--- src/rtl/audio_pkg.sv ---
// Shared audio definitions: default I2S slot size and the serializer load-word builder.
package audio_pkg;

    localparam int I2S_SLOT_BITS_DEFAULT = 32;
    localparam int MAX_SLOT_BITS         = 64;

    // Left-justified slot word: one I2S delay bit, the sample MSB first, then zero padding.
    function automatic logic [MAX_SLOT_BITS-1:0] slot_word(
        input logic [MAX_SLOT_BITS-1:0] sample,
        input int unsigned              sample_width
    );
        logic [MAX_SLOT_BITS-1:0] mask;
        mask = (64'd1 << sample_width) - 64'd1;
        return (sample & mask) << (MAX_SLOT_BITS - 1 - sample_width);
    endfunction

endpackage

--- src/rtl/i2s_frame_fifo.sv ---
// Synchronous frame FIFO with occupancy level; pushes when full and pops when empty are dropped.
module i2s_frame_fifo #(
    parameter int WIDTH = 32,
    parameter int DEPTH = 4
) (
    input  logic                   clk,
    input  logic                   reset,
    input  logic                   push,
    input  logic                   pop,
    input  logic [WIDTH-1:0]       wdata,
    output logic [WIDTH-1:0]       rdata,
    output logic [$clog2(DEPTH):0] level,
    output logic                   full,
    output logic                   empty
);

    localparam int AW = $clog2(DEPTH);
    localparam logic [AW:0]   LEVEL_FULL = (AW+1)'(DEPTH);
    localparam logic [AW:0]   LEVEL_ONE  = (AW+1)'(1);
    localparam logic [AW-1:0] PTR_ONE    = AW'(1);

    logic [WIDTH-1:0] mem [DEPTH];
    logic [AW-1:0]    wr_ptr;
    logic [AW-1:0]    rd_ptr;
    logic             do_push;
    logic             do_pop;

    assign full    = (level == LEVEL_FULL);
    assign empty   = (level == '0);
    assign do_push = push && !full;
    assign do_pop  = pop && !empty;
    assign rdata   = mem[rd_ptr];

    // NOTE: sequential state uses <= so every register samples pre-edge values.
    always_ff @(posedge clk or posedge reset) begin
        if (reset) begin
            wr_ptr <= '0;
            rd_ptr <= '0;
            level  <= '0;
            // NOTE: storage is cleared on reset because a repeated-frame underflow may replay it; this forces flops, not RAM.
            for (int i = 0; i < DEPTH; i++) begin
                mem[i] <= '0;
            end
        end else begin
            if (do_push) begin
                mem[wr_ptr] <= wdata;
                wr_ptr      <= wr_ptr + PTR_ONE;
            end
            if (do_pop) begin
                rd_ptr <= rd_ptr + PTR_ONE;
            end
            if (do_push && !do_pop) begin
                level <= level + LEVEL_ONE;
            end else if (do_pop && !do_push) begin
                level <= level - LEVEL_ONE;
            end
        end
    end

endmodule

--- src/rtl/i2s_stereo_tx.sv ---
// Stereo I2S serializer: frame FIFO, bit-clock divider, slot sequencing, mono and underflow handling.
module i2s_stereo_tx
    import audio_pkg::*;
#(
    parameter int SAMPLE_WIDTH   = 16,
    parameter int SLOT_BITS      = I2S_SLOT_BITS_DEFAULT,
    parameter int SCLK_DIV       = 4,
    parameter int FIFO_DEPTH     = 4,
    parameter int UNDERFLOW_ZERO = 0
) (
    input  logic                           clk,
    input  logic                           reset,
    input  logic                           sample_valid,
    output logic                           sample_ready,
    input  logic signed [SAMPLE_WIDTH-1:0] sample_left,
    input  logic signed [SAMPLE_WIDTH-1:0] sample_right,
    input  logic                           mono,
    output logic                           i2s_sclk,
    output logic                           i2s_lrck,
    output logic                           i2s_dac,
    output logic [$clog2(FIFO_DEPTH):0]    fifo_level,
    output logic                           underflow
);

    localparam int DIV_W = $clog2(SCLK_DIV);
    localparam int BIT_W = $clog2(SLOT_BITS);
    localparam int PAD_W = MAX_SLOT_BITS - SAMPLE_WIDTH;
    localparam logic [DIV_W-1:0] DIV_LAST = DIV_W'(SCLK_DIV - 1);
    localparam logic [DIV_W-1:0] DIV_HALF = DIV_W'(SCLK_DIV / 2);
    localparam logic [DIV_W-1:0] DIV_ONE  = DIV_W'(1);
    localparam logic [BIT_W-1:0] BIT_LAST = BIT_W'(SLOT_BITS - 1);
    localparam logic [BIT_W-1:0] BIT_ONE  = BIT_W'(1);

    typedef struct packed {
        logic signed [SAMPLE_WIDTH-1:0] left;
        logic signed [SAMPLE_WIDTH-1:0] right;
    } frame_t;

    logic [DIV_W-1:0]               div_cnt;
    logic [DIV_W-1:0]               div_next;
    logic [BIT_W-1:0]               bit_cnt;
    logic                           started;
    logic                           shift_evt;
    logic                           slot_load;
    logic                           left_start;
    logic                           right_start;
    logic [MAX_SLOT_BITS-1:0]       shifter;
    logic [MAX_SLOT_BITS-1:0]       slot_ext;
    logic signed [SAMPLE_WIDTH-1:0] slot_sample;
    frame_t                         hold_q;
    frame_t                         hold_d;
    frame_t                         fifo_out;
    logic [2*SAMPLE_WIDTH-1:0]      fifo_rdata;
    logic                           mono_q;
    logic                           mono_d;
    logic                           fifo_pop;
    logic                           fifo_empty;
    logic                           fifo_full;
    logic                           underflow_d;

    i2s_frame_fifo #(
        .WIDTH (2 * SAMPLE_WIDTH),
        .DEPTH (FIFO_DEPTH)
    ) u_fifo (
        .clk   (clk),
        .reset (reset),
        .push  (sample_valid && sample_ready),
        .pop   (fifo_pop),
        .wdata ({sample_left, sample_right}),
        .rdata (fifo_rdata),
        .level (fifo_level),
        .full  (fifo_full),
        .empty (fifo_empty)
    );

    assign fifo_out     = fifo_rdata;
    assign sample_ready = !fifo_full;
    assign i2s_dac      = shifter[MAX_SLOT_BITS-1];

    // The very first shift event after reset is forced to be a (left) slot load.
    assign shift_evt   = (div_cnt == DIV_LAST);
    assign div_next    = shift_evt ? '0 : div_cnt + DIV_ONE;
    assign slot_load   = shift_evt && (!started || bit_cnt == BIT_LAST);
    assign left_start  = slot_load && i2s_lrck;
    assign right_start = slot_load && !i2s_lrck;

    always_comb begin
        // NOTE: defaults first so no path through this block leaves a signal unassigned (no latches).
        hold_d      = hold_q;
        mono_d      = mono_q;
        fifo_pop    = 1'b0;
        underflow_d = 1'b0;
        slot_sample = hold_q.right;
        if (left_start) begin
            mono_d = mono;
            if (!fifo_empty) begin
                fifo_pop = 1'b1;
                hold_d   = fifo_out;
            end else begin
                underflow_d = 1'b1;
                if (UNDERFLOW_ZERO != 0) begin
                    hold_d = '0;
                end
            end
            slot_sample = hold_d.left;
        end else if (right_start) begin
            slot_sample = mono_q ? hold_q.left : hold_q.right;
        end
        slot_ext = {{PAD_W{1'b0}}, slot_sample};
    end

    always_ff @(posedge clk or posedge reset) begin
        if (reset) begin
            div_cnt   <= '0;
            bit_cnt   <= '0;
            started   <= 1'b0;
            i2s_sclk  <= 1'b0;
            i2s_lrck  <= 1'b1;
            shifter   <= '0;
            hold_q    <= '0;
            mono_q    <= 1'b0;
            underflow <= 1'b0;
        end else begin
            div_cnt   <= div_next;
            i2s_sclk  <= (div_next >= DIV_HALF);
            underflow <= underflow_d;
            hold_q    <= hold_d;
            mono_q    <= mono_d;
            if (shift_evt) begin
                started <= 1'b1;
                if (slot_load) begin
                    bit_cnt  <= '0;
                    i2s_lrck <= ~i2s_lrck;
                    shifter  <= slot_word(slot_ext, SAMPLE_WIDTH);
                end else begin
                    bit_cnt <= bit_cnt + BIT_ONE;
                    shifter <= shifter << 1;
                end
            end
        end
    end

endmodule

--- config.mk ---
export PLATFORM = sky130hd
export DESIGN_NAME = i2s_stereo_tx
export DESIGN_NICKNAME = d
export VERILOG_FILES = /design/src/rtl/audio_pkg.sv /design/src/rtl/i2s_frame_fifo.sv /design/src/rtl/i2s_stereo_tx.sv
export SDC_FILE = /design/constraint.sdc
export NUM_CORES = 1
export LEC_CHECK = 0
export ABC_AREA = 1
export CAP_MARGIN = 20
export CORE_MARGIN = 1
export CORE_UTILIZATION = 54
export CTS_CLUSTER_DIAMETER = 150
export DETAILED_ROUTE_END_ITERATION = 12
export PLACE_DENSITY = 0.76
export SETUP_SLACK_MARGIN = 0.5
export SLEW_MARGIN = 20
export SYNTH_ARGS = -nofsm -noshare
export SYNTH_HDL_FRONTEND = slang
export SYNTH_SLANG_ARGS = --single-unit
--- constraint.sdc ---
create_clock -name clk -period 6.3 [get_ports clk]
set_clock_uncertainty 0.05 [all_clocks]
set_input_delay 0.945 -clock clk [delete_from_list [all_inputs] [get_ports clk]]
set_output_delay 0.945 -clock clk [all_outputs]
set_load 0.03 [all_outputs]
== Yosys cells after proc, flatten, opt, wreduce, memory -nomap -nowiden ==
Index checks and enable logic that the tools add are counted.

* Add/sub/neg operators: 6
* Magnitude comparators: 4
* Equality and inequality tests: 3
* Mux-type cells: 19
* Bitwise gates (word level): 4
* Reductions and logical operators: 20

{| class="wikitable"
|+ Operators with widths
! cell !! count
|-
| bitwise mux 128 bit || 1
|-
| two-way mux 32 bit || 4
|-
| binary-select mux 32 bit (select 2 bit) || 1
|-
| demux 32 bit (select 2 bit) || 1
|-
| two-way mux 64 bit || 1
|-
| two-way mux 16 bit || 3
|-
| logical AND 1 bit || 9
|-
| adder 2 x 1 -> 2 bit (second input constant) || 3
|-
| greater-or-equal comparator 3 bit (second input constant) || 2
|-
| zero test 1 bit || 6
|-
| two-way mux 3 bit || 2
|-
| inverter 2 -> 3 bit || 2
|-
| adder 5 x 1 -> 5 bit (second input constant) || 1
|-
| == test 5 bit (second input constant) || 1
|-
| two-way mux 5 bit || 1
|-
| two-way mux 1 bit || 4
|-
| AND reduction 2 bit || 2
|-
| adder 3 x 1 -> 3 bit (second input constant) || 1
|-
| == test 3 bit (second input constant) || 1
|-
| zero test 3 bit || 1
|-
| < comparator 3 x 1 -> 1 bit (second input constant) || 1
|-
| subtractor 3 x 1 -> 3 bit (second input constant) || 1
|-
| == test 2 bit (second input constant) || 1
|-
| greater-or-equal comparator 2 bit (second input constant) || 1
|-
| other kinds (4) || 5
|}

* Register bits after elaboration: 243
* Bits of input ports: 36
* Output and inout bits: 8
* Logic and storage cells: 73

== Depth between registers and ports, before layout ==
Gate-level depths: netlist of the first run.

* Word-level depth: 9
* Depth in mapped cells: 17
* Mapped depth without buffers: 15

== By module ==
Synthesis of the first run repeated with hierarchy kept, for this count alone.

* Cell total of the unflattened synthesis: 1240
* Area total of the unflattened synthesis: 9686.8 µm²

{| class="wikitable"
|+ By module, submodules not included
! module !! instances !! cells each !! area each (µm²) !! seq. area each (µm²)
|-
| i2s_frame_fifo || 1 || 841 || 6655.1 || 3378.2
|-
| i2s_stereo_tx || 1 || 399 || 3031.7 || 1502.7
|}

== Worst setup path after synthesis of the first run ==
OpenSTA, ideal clock, no wires.

* Kind: register to register
* Start point: reg bit_cnt[0]
* End point: reg u_fifo.level[2]
* Library setup time: 0.131 ns
* Data arrival time: 2.427 ns
* Required time: 6.119 ns
* Path slack: 3.692 ns
* Stages on the path, launching flop included: 18
* Buffers on the path: 2
* Period minus slack after synthesis: 2.608 ns
* Cell sequence: dfrtp_1 -> ha_1 -> inv_1 -> nor3_1 -> ha_1 -> inv_2 -> nand2_4 -> nand3_4 -> nor2_4 -> buf_6 -> buf_6 -> inv_1 -> ha_1 -> inv_1 -> fa_1 -> a21oi_1 -> o21ai_0 -> xor2_1

* Word-level cells in the longest chain between the ends: 9
* Elaborated cells on any way between the ends: 11
* Those cells by class: eq/ne (1); mux (2); reduce/logical (8)

{| class="wikitable"
|+ RTL lines
! what !! line !! text
|-
| start, declared || i2s_stereo_tx.sv:41 || <nowiki>logic [BIT_W-1:0] bit_cnt;</nowiki>
|-
| start signal, assigned || i2s_stereo_tx.sv:136 || <nowiki>bit_cnt <= bit_cnt + BIT_ONE;</nowiki>
|-
| == test 5 bit (*) || i2s_stereo_tx.sv:83 || <nowiki>assign slot_load = shift_evt && (!started || bit_cnt == BIT_LAST);</nowiki>
|-
| logical OR 1 bit (*) || i2s_stereo_tx.sv:83 ||
|-
| logical AND 1 bit (*) || i2s_stereo_tx.sv:83 ||
|-
| logical AND 1 bit (*) || i2s_stereo_tx.sv:84 || <nowiki>assign left_start = slot_load && i2s_lrck;</nowiki>
|-
| two-way mux 1 bit (*) || i2s_stereo_tx.sv:94 || <nowiki>if (left_start) begin</nowiki>
|-
| logical AND 1 bit (*) || i2s_frame_fifo.sv:31 || <nowiki>assign do_pop = pop && !empty;</nowiki>
|-
| zero test 1 bit || i2s_frame_fifo.sv:52 || <nowiki>if (do_push && !do_pop) begin</nowiki>
|-
| logical AND 1 bit || i2s_frame_fifo.sv:52 ||
|-
| two-way mux 3 bit / nonzero test 2 bit (equally long branches) || - ||
|-
| end signal, assigned || i2s_frame_fifo.sv:53 || <nowiki>level <= level + LEVEL_ONE;</nowiki>
|-
| end signal, assigned || i2s_frame_fifo.sv:55 || <nowiki>level <= level - LEVEL_ONE;</nowiki>
|-
| end, declared || i2s_frame_fifo.sv:12 || <nowiki>output logic [$clog2(DEPTH):0] level,</nowiki>
|}

Mark *: on every way between the ends. The rest lies on a longest branch, timed or not.
A chain may end at the register's enable or synchronous reset.

== Worst setup path in the final report of the first run ==
* Start point: reg i2s_lrck
* End point: out i2s_lrck

{| class="wikitable"
|+ RTL lines
! what !! line !! text
|-
| start, declared || i2s_stereo_tx.sv:19 || <nowiki>output logic i2s_lrck,</nowiki>
|-
| start signal, assigned || i2s_stereo_tx.sv:133 || <nowiki>i2s_lrck <= ~i2s_lrck;</nowiki>
|}

No word-level cell between the ends.

==> metrics.md, run 1 <==
| Metric | Value |
|---|---|
| Place WS | 3.490 ns |
| Switching power | 1.219 mW |
| Io pins | 44 |
| Status | completed |
| WHS Path Cells | 1 |
| Total area of sequential cells | 0.004882 mm² |
| Synth Area per Inst | 8.296 µm² |
| Global Route Usage Sum | 0.2363 |
| Cell family with most CP delay | buffers and inverters |
| RSZ-0062 raised after global routing | false |
| Post-CTS Resized | 0 |
| Yosys reg bits | 195 |
| IO buf count | 43 |
| Switching share of power | 0.3198 |
| CP Max Fanout | 5 |
| Drt drc | 0 |
| EDFF count, synth | 0 |
| Post-CTS setup buffer count | 0 |
| Max cap viols | 0 |
| Logic pwr share | 0.229 |
| Row cnt | 46 |
| Post-Syn Nets | 1130 |
| Cell Chain, Critical Path | clkdlybuf4s50_1 |
| WP data arrival | 1.75 ns |
| Part of the power in registers | 0.486 |
| Ys flop type | dfrtp_1 |
| Final Hold Vio Count | 0 |
| Number of global-route vias before repair | 6660 |
| CTS tree | yes |
| Initial DRC Count | 633 |
| Finished Cell Area | 0.01004 mm² |
| P_int | 2.594 mW |
| Remaining antenna violation count | 0 |
| Root buffer cell | clkbuf_16 |
| Tmin final | 2.746 ns |
| Routed len/inst | 14.56 µm |
| Multi-input logic area | 0.003312 mm² |
| First-pass GRT wire length | 32490 µm |
| Nature of the critical path endpoint | output pin |
| Stages on the worst setup path | 1 |
| Measured slew at the worst slew-check pin | 0.9834 ns |
| Max-slew violations | 0 |
| Leakage | 4.861 nW |
| Final #Nets | 1136 |
| Sequential share of the synthesized area | 0.5423 |
| Asr flop ratio synth | 1.000 |
| Filler instances | 1368 |
| ANT cells | 0 |
| Synth Instances | 1085 |
| Max-slew headroom | 0.3434 |
| VDD IR max | 0.2256 mV |
| Synth area leader | dfrtp_1 |
| Synthesized area | 0.009001 mm² |
| Netlist cell types | 33 |
| Pin count of the biggest net entering global routing | 196 |
| Synth-to-layout area growth | 11.58% |
| Layout cells sized above 1 | 0.05258 |
| Post-DP HPWL | 11280 µm |
| Hold-fix buffers, CTS | 0 |
| Placed cell areas | 0.009420 mm² |
| Reg2Reg Depth | 15 |
| Total negative slack | 0 ns |
| Congestion Overflow GR | 0 |
| Final wirelength | 19200 µm |
| Setup Crit Path Kind | register to output pin |
| Worst path bufs/invs | 1 |
| CORE AREA | 0.01606 mm² |
| Die W | 131.1 µm |
| CTS Buffer Depth | 2 |
| Vias | 7051 |
| CTS sink count | 195 |
| Post-DR vias/cell | 5.346 |
| Top-area cell type share of the netlist area | 0.5393 |
| Cell Pwr Density | 379.6 mW/mm² |
| Die Area | 0.01719 mm² |
| Setup violators final | 0 |
| Chip Height | 131.1 µm |
| Ys Warns | 0 |
| CP required | 5.30 ns |
| Clock power share | 0.285 |
| CP max-delay cell | clkdlybuf4s50_1 |
| Clock-pin slew on the worst setup and hold paths | 0.07 ns |
| Max stage delay on crit path | 0.70 ns |
| Ranking of synthesized cells by area | dfrtp_1, o21ai_0, nand2_1, inv_1, nor2_1 |
| Drt pass-1 iters | 5 |
| GP Congestion | 0.8228 |
| CTS buffer count | 17 |
| F_max | 0.3642 GHz |
| Initial Utilization | 0.5605 |
| Final Worst Setup Slack | 3.554 ns |
| H-tree Lvls | 4 |
| Tot Pwr | 3.813 mW |
| Hold WC Path Type | register to register |
| Initial antenna violation count | 0 |
| Final worst path period share | 0.4358 |
| Crit path launch type | register |
| Skew-Pair Late Insertion Delay | 0.43 ns |
==> metal layers <==
layer | up-vias | GRT usage | share of wire
met5 | - | 0 | 0
met4 | 0 | 0.08889 | 0.021
met3 | 24 | 0.04244 | 0.042
met2 | 160 | 0.3771 | 0.47
met1 | 3363 | 0.3224 | 0.47
li1 | 3504 | - | -
==> cells in the final DEF, fill, tap and decap left out, types with 2 or more instances in the layout <==
| master | Yosys | routed |
|---|---|---|
| nand2_4 | 5 | 5 |
| buf_4 | 12 | 4 |
| bufinv_16 | 0 | 2 |
| nand2_2 | 2 | 2 |
| ha_1 | 8 | 8 |
| clkinv_4 | 0 | 2 |
| o21ai_0 | 210 | 210 |
| nand2_1 | 259 | 259 |
| inv_1 | 121 | 120 |
| a21oi_1 | 4 | 4 |
| nor2_4 | 2 | 2 |
| clkbuf_16 | 0 | 17 |
| inv_2 | 3 | 3 |
| xor2_1 | 4 | 4 |
| nand3_4 | 2 | 2 |
| nor3_1 | 4 | 4 |
| nand3_2 | 2 | 2 |
| clkbuf_8 | 0 | 3 |
| clkinvlp_4 | 0 | 4 |
| dfrtp_1 | 194 | 193 |
| nand4_1 | 12 | 12 |
| nand3_1 | 39 | 39 |
| o22ai_1 | 30 | 30 |
| nor2_1 | 96 | 96 |
| clkdlybuf4s50_1 | 0 | 43 |
| o21ai_1 | 17 | 17 |
==> final cells by class <==
type / count / share of cell area
flip-flops and latches: 195 / 0.4861
multi-input cells: 703 / 0.3298
repair buffers: 49 / 0.05058
inverters: 125 / 0.04734
clock buffers: 21 / 0.04684
well taps: 216 / 0.02691
clock inverters: 10 / 0.01246
==> path summary, 6_finish.rpt <==
check | startpoint | end | slack, ns
max | i2s_lrck$_DFFE_PP1P_ | i2s_lrck | 3.55
min | div_cnt[0]$_DFF_PP0_ | div_cnt[0]$_DFF_PP0_ | 0.37
max reg2reg | bit_cnt[0]$_DFFE_PP0P_ | u_fifo.level[2]$_DFFE_PP0P_ | 3.64
min reg2reg | div_cnt[0]$_DFF_PP0_ | div_cnt[0]$_DFF_PP0_ | 0.37
max in group asynchronous | reset | u_fifo.rd_ptr[0]$_DFFE_PP0P_ | 4.36
min in group asynchronous | reset | div_cnt[1]$_DFF_PP0_ | 0.94
==> cell usage after synthesis, types with 5 or more instances <==
library cell  instances
buf_2                31
buf_4                12
clkbuf_1             13
dfrtp_1             194
ha_1                  8
inv_1               121
nand2_1             259
nand2_4               5
nand3_1              39
nand4_1              12
nor2_1               96
o21ai_0             210
o21ai_1              17
o22ai_1              30
==> stage by stage <==
| stage | util | cells | hold slack [ns] |
|---|---|---|---|
| 2_1_floorplan | - | 1085 | 0.3507 |
| 3_3_place_gp | 0.5866 | 1287 | 0.3659 |
| 3_5_place_dp | 0.5866 | 1287 | 0.3635 |
| 4_1_cts | 0.6237 | 1318 | 0.3728 |
| 5_1_grt | 0.6254 | 1319 | 0.3906 |
| 6_report | 0.6254 | 1319 | 0.3681 |
==> registers in the layout, indices dropped and copies added, names as in the netlist <==
| name | flops |
|---|---|
| shifter | 17 |
| bit_cnt | 5 |
| u_fifo.mem | 128 |
| mono_q | 1 |
| u_fifo.wr_ptr | 2 |
| i2s_lrck | 1 |
| u_fifo.level | 3 |
| div_cnt | 2 |
| underflow | 1 |
| hold_q | 32 |
| started | 1 |
| u_fifo.rd_ptr | 2 |
==> kinds of logic after synthesis <==
group           synth area share
compound gates            0.1500
xor+xnor                0.004865
fa+ha+maj                0.01334
buf+inv                  0.08980
flops                     0.5423
mux                     0.001112
simple gates              0.1986
==> power by group through the flow <==
stage / registers, mW / clock network, mW / logic, mW
2_1_floorplan: 1.84 / 0 / 0.656
3_3_place_gp: 1.85 / 0 / 0.843
3_5_place_dp: 1.86 / 0 / 0.881
4_1_cts: 1.85 / 1.10 / 0.886
5_1_grt: 1.90 / 1.16 / 1.01
6_report: 1.85 / 1.08 / 0.874
(Power assumes the default switching activity.)
==> run 2: changes to the inputs <==
Clock period 6.3 ns to 2.5 ns, I/O delays scaled along.
==> run 2 against run 1 <==
Non-clock buffer count increased by 42. Routed wire length increased by 18%. Worst setup slack got worse by 3.3 ns. Largest power group unchanged. Cell area increased by 6.9%. Register-to-register slack got worse by 3.4 ns. Highest routed layer unchanged. Sequential cell count unchanged. Sequential share of layout area decreased by 3.1 points. Die area unchanged.
==> metrics.md, run 2 (synthesis gave the netlist of run 1 again) <==
| Metric | Value |
|---|---|
| Status | completed |
| Part of the power in registers | 0.481 (-0.005) |
| Max cap viols | 0 (unchanged) |
| Clock-pin slew on the worst setup and hold paths | 0.07 ns (about the same) |
| Final worst path period share | 0.8910 |
| Max stage delay on crit path | 0.39 ns (-0.31 ns) |
| First-pass GRT wire length | 34890 µm (+7.4%) |
| Switching share of power | 0.3255 (+0.005725) |
| Chip Height | 131.1 µm (unchanged) |
| Biggest register | u_fifo.mem |
| Hold-fix buffers, CTS | 0 (unchanged) |
| Cell Chain, Critical Path | ha_2 > inv_2 > nor3_2 > ha_2 > inv_2 > nand2_4 > nand3_4 > nor2_4 > inv_4 > ha_4 > inv_4 > fa_2 > a21oi_2 > o21ai_2 > xor2_1 |
| Clock power share | 0.287 (+0.002) |
| Pin count of the biggest net entering global routing | 120 (-39%) |
| RSZ-0062 raised after global routing | true |
| CTS sink count | 195 (unchanged) |
| CTS buffer count | 17 (unchanged) |
| Leakage | 5.187 nW (+6.7%) |
| CTS tree | yes |
| CP Max Fanout | 2 (-3) |
| Filler instances | 1268 (-7.3%) |
| Setup violators final | 0 (unchanged) |
| CP required | 2.77 ns (-2.53 ns) |
| ANT cells | 0 (unchanged) |
| Setup Crit Path Kind | register to register |
| Hold WC Path Type | primary input to async pin |
| Final #Nets | 1178 (+3.7%) |
| Number of flip-flops in the largest register | 128 (unchanged) |
| CTS Buffer Depth | 2 (unchanged) |
| R2R Path End | u_fifo.level[2]$_DFFE_PP0P_ |
| Remaining antenna violation count | 0 (unchanged) |
| Drt pass-1 iters | 5 (unchanged) |
| Total area of sequential cells | 0.004882 mm² (unchanged) |
| Most frequent cells in the layout | nand2_1, o21ai_0, dfrtp_1, inv_1, nor2_1 |
| Crit path launch type | register |
| Biggest regs | u_fifo.mem x128, hold_q x32, shifter x17 |
| Synth-to-layout area growth | 19.27% |
| IO buf count | 43 (unchanged) |
| H-tree Lvls | 4 (unchanged) |
| Routed len/inst | 16.67 µm (+15%) |
| Util after Layout | 0.6685 (+0.04309) |
| Placed cell areas | 0.009560 mm² (+1.5%) |
| Io pins | 44 (unchanged) |
| P_int | 6.591 mW (+150%) |
| CP max-delay cell | dfrtp_1 |
| Layout Cells excl Fill | 1362 (+3.3%) |
| Nature of the critical path endpoint | register |
| Commonest non-fill, non-tap cell in the layout | nand2_1 |
| Root buffer cell | clkbuf_16 |
| Worst path bufs/invs | 4 (+3) |
| Multi-input logic area | 0.003406 mm² (+2.8%) |
| Die W | 131.1 µm (unchanged) |
| Reg2Reg Depth | 15 (unchanged) |
| GP Congestion | 0.8476 (+3.0%) |
| Layout cells sized above 1 | 0.1056 (+0.05300) |
| Die Area | 0.01719 mm² (unchanged) |
| Initial Utilization | 0.5605 (unchanged) |
| Row cnt | 46 (unchanged) |
| Logic pwr share | 0.233 (+0.004) |
| Drt drc | 0 (unchanged) |
| Final wirelength | 22710 µm (+18%) |
| Crit path from | bit_cnt[1]$_DFFE_PP0P_ |
| Min Hold Slack | 0.1444 ns (-0.2237 ns) |
| Congestion Overflow GR | 0 (unchanged) |
| Max-slew violations | 0 (unchanged) |
| Number of global-route vias before repair | 6966 (+4.6%) |
| Measured slew at the worst slew-check pin | 0.7389 ns (-0.2446 ns) |
| Initial antenna violation count | 0 (unchanged) |
| Finished Cell Area | 0.01074 mm² (+6.9%) |
| Initial DRC Count | 829 (+31%) |
| Skew-Pair Late Insertion Delay | 0.44 ns (about the same) |
| Post-DP HPWL | 12390 µm (+9.9%) |
| Tmin final | 2.228 ns |
| Max-slew headroom | 0.5074 (+0.1640) |
| CORE AREA | 0.01606 mm² (unchanged) |
| Switching power | 3.181 mW (+160%) |
| Cells after DPL | 1297 (+0.78%) |
| Total negative slack | 0 ns (unchanged) |
| Cell Pwr Density | 910.3 mW/mm² (+140%) |
| Cell family with most CP delay | adder cells |
| Critical R2R Launch | bit_cnt[1]$_DFFE_PP0P_ |
| Reg-to-reg setup timing slack | 0.27 ns (-3.37 ns) |
| Vias | 7588 (+7.6%) |
| F_max | 0.4489 GHz |
| VDD IR max | 0.5985 mV (+170%) |
| WP data arrival | 2.50 ns (+0.75 ns) |
| Post-DR vias/cell | 5.571 (+4.2%) |
| Global Route Usage Sum | 0.2540 (+0.01773) |
| Final Hold Vio Count | 0 (unchanged) |
==> run 2: how the worst max path moves through the flow <==
stage / endpoint / slack [ns] / cells after the start
after CTS: u_fifo.level[2]$_DFFE_PP0P_ / 0.31 / 15
after floorplan: bit_cnt[0]$_DFFE_PP0P_ / -0.44 / 1
after detailed placement: shifter[51]$_DFFE_PP0P_ / 0.21 / 15
after global routing: u_fifo.level[2]$_DFFE_PP0P_ / 0.18 / 15
after global placement: shifter[51]$_DFFE_PP0P_ / 0.29 / 15
final: u_fifo.level[2]$_DFFE_PP0P_ / 0.27 / 15
==> run 2: per-stage QoR <==
stage	setup WS, ns	total power, mW
final	0.2724	9.772
after global routing	0.1788	10.34
after CTS	0.3094	9.780
after detailed placement	0.2091	6.953
after global placement	0.2884	6.843
after floorplan	-0.4426	6.294
==> run 2: routing by layer <==
metal | GRT usage | up-vias | part of all wire
li1 | - | 3585 | -
met1 | 0.3515 | 3666 | 0.42
met2 | 0.4066 | 294 | 0.49
met3 | 0.03897 | 43 | 0.066
met4 | 0.09281 | 0 | 0.023
met5 | 0 | - | 0
==> run 2: power groups by stage <==
stage	clock, mW	sequential, mW	combinational [mW]
detailed placement	0	4.71	2.24
global placement	0	4.68	2.17
global route	2.94	4.79	2.61
finish	2.80	4.70	2.27
CTS	2.83	4.67	2.27
floorplan	0	4.63	1.66
==> run 2: timing repair <==
action,CTS,global route
endpoints found under the setup margin,59,59
pin swaps,1,2
gates cloned,0,10
gates resized for setup,11,41
setup buffers,8,15
==> run 2: cell type report <==
type / count / share of cell area
Sequential cell: 195 / 0.4548
Multi-Input combinational cell: 703 / 0.3172
Timing Repair Buffer: 91 / 0.1017
Inverter: 125 / 0.04499
Clock buffer: 20 / 0.04161
Tap cell: 216 / 0.02517
Clock inverter: 12 / 0.01445
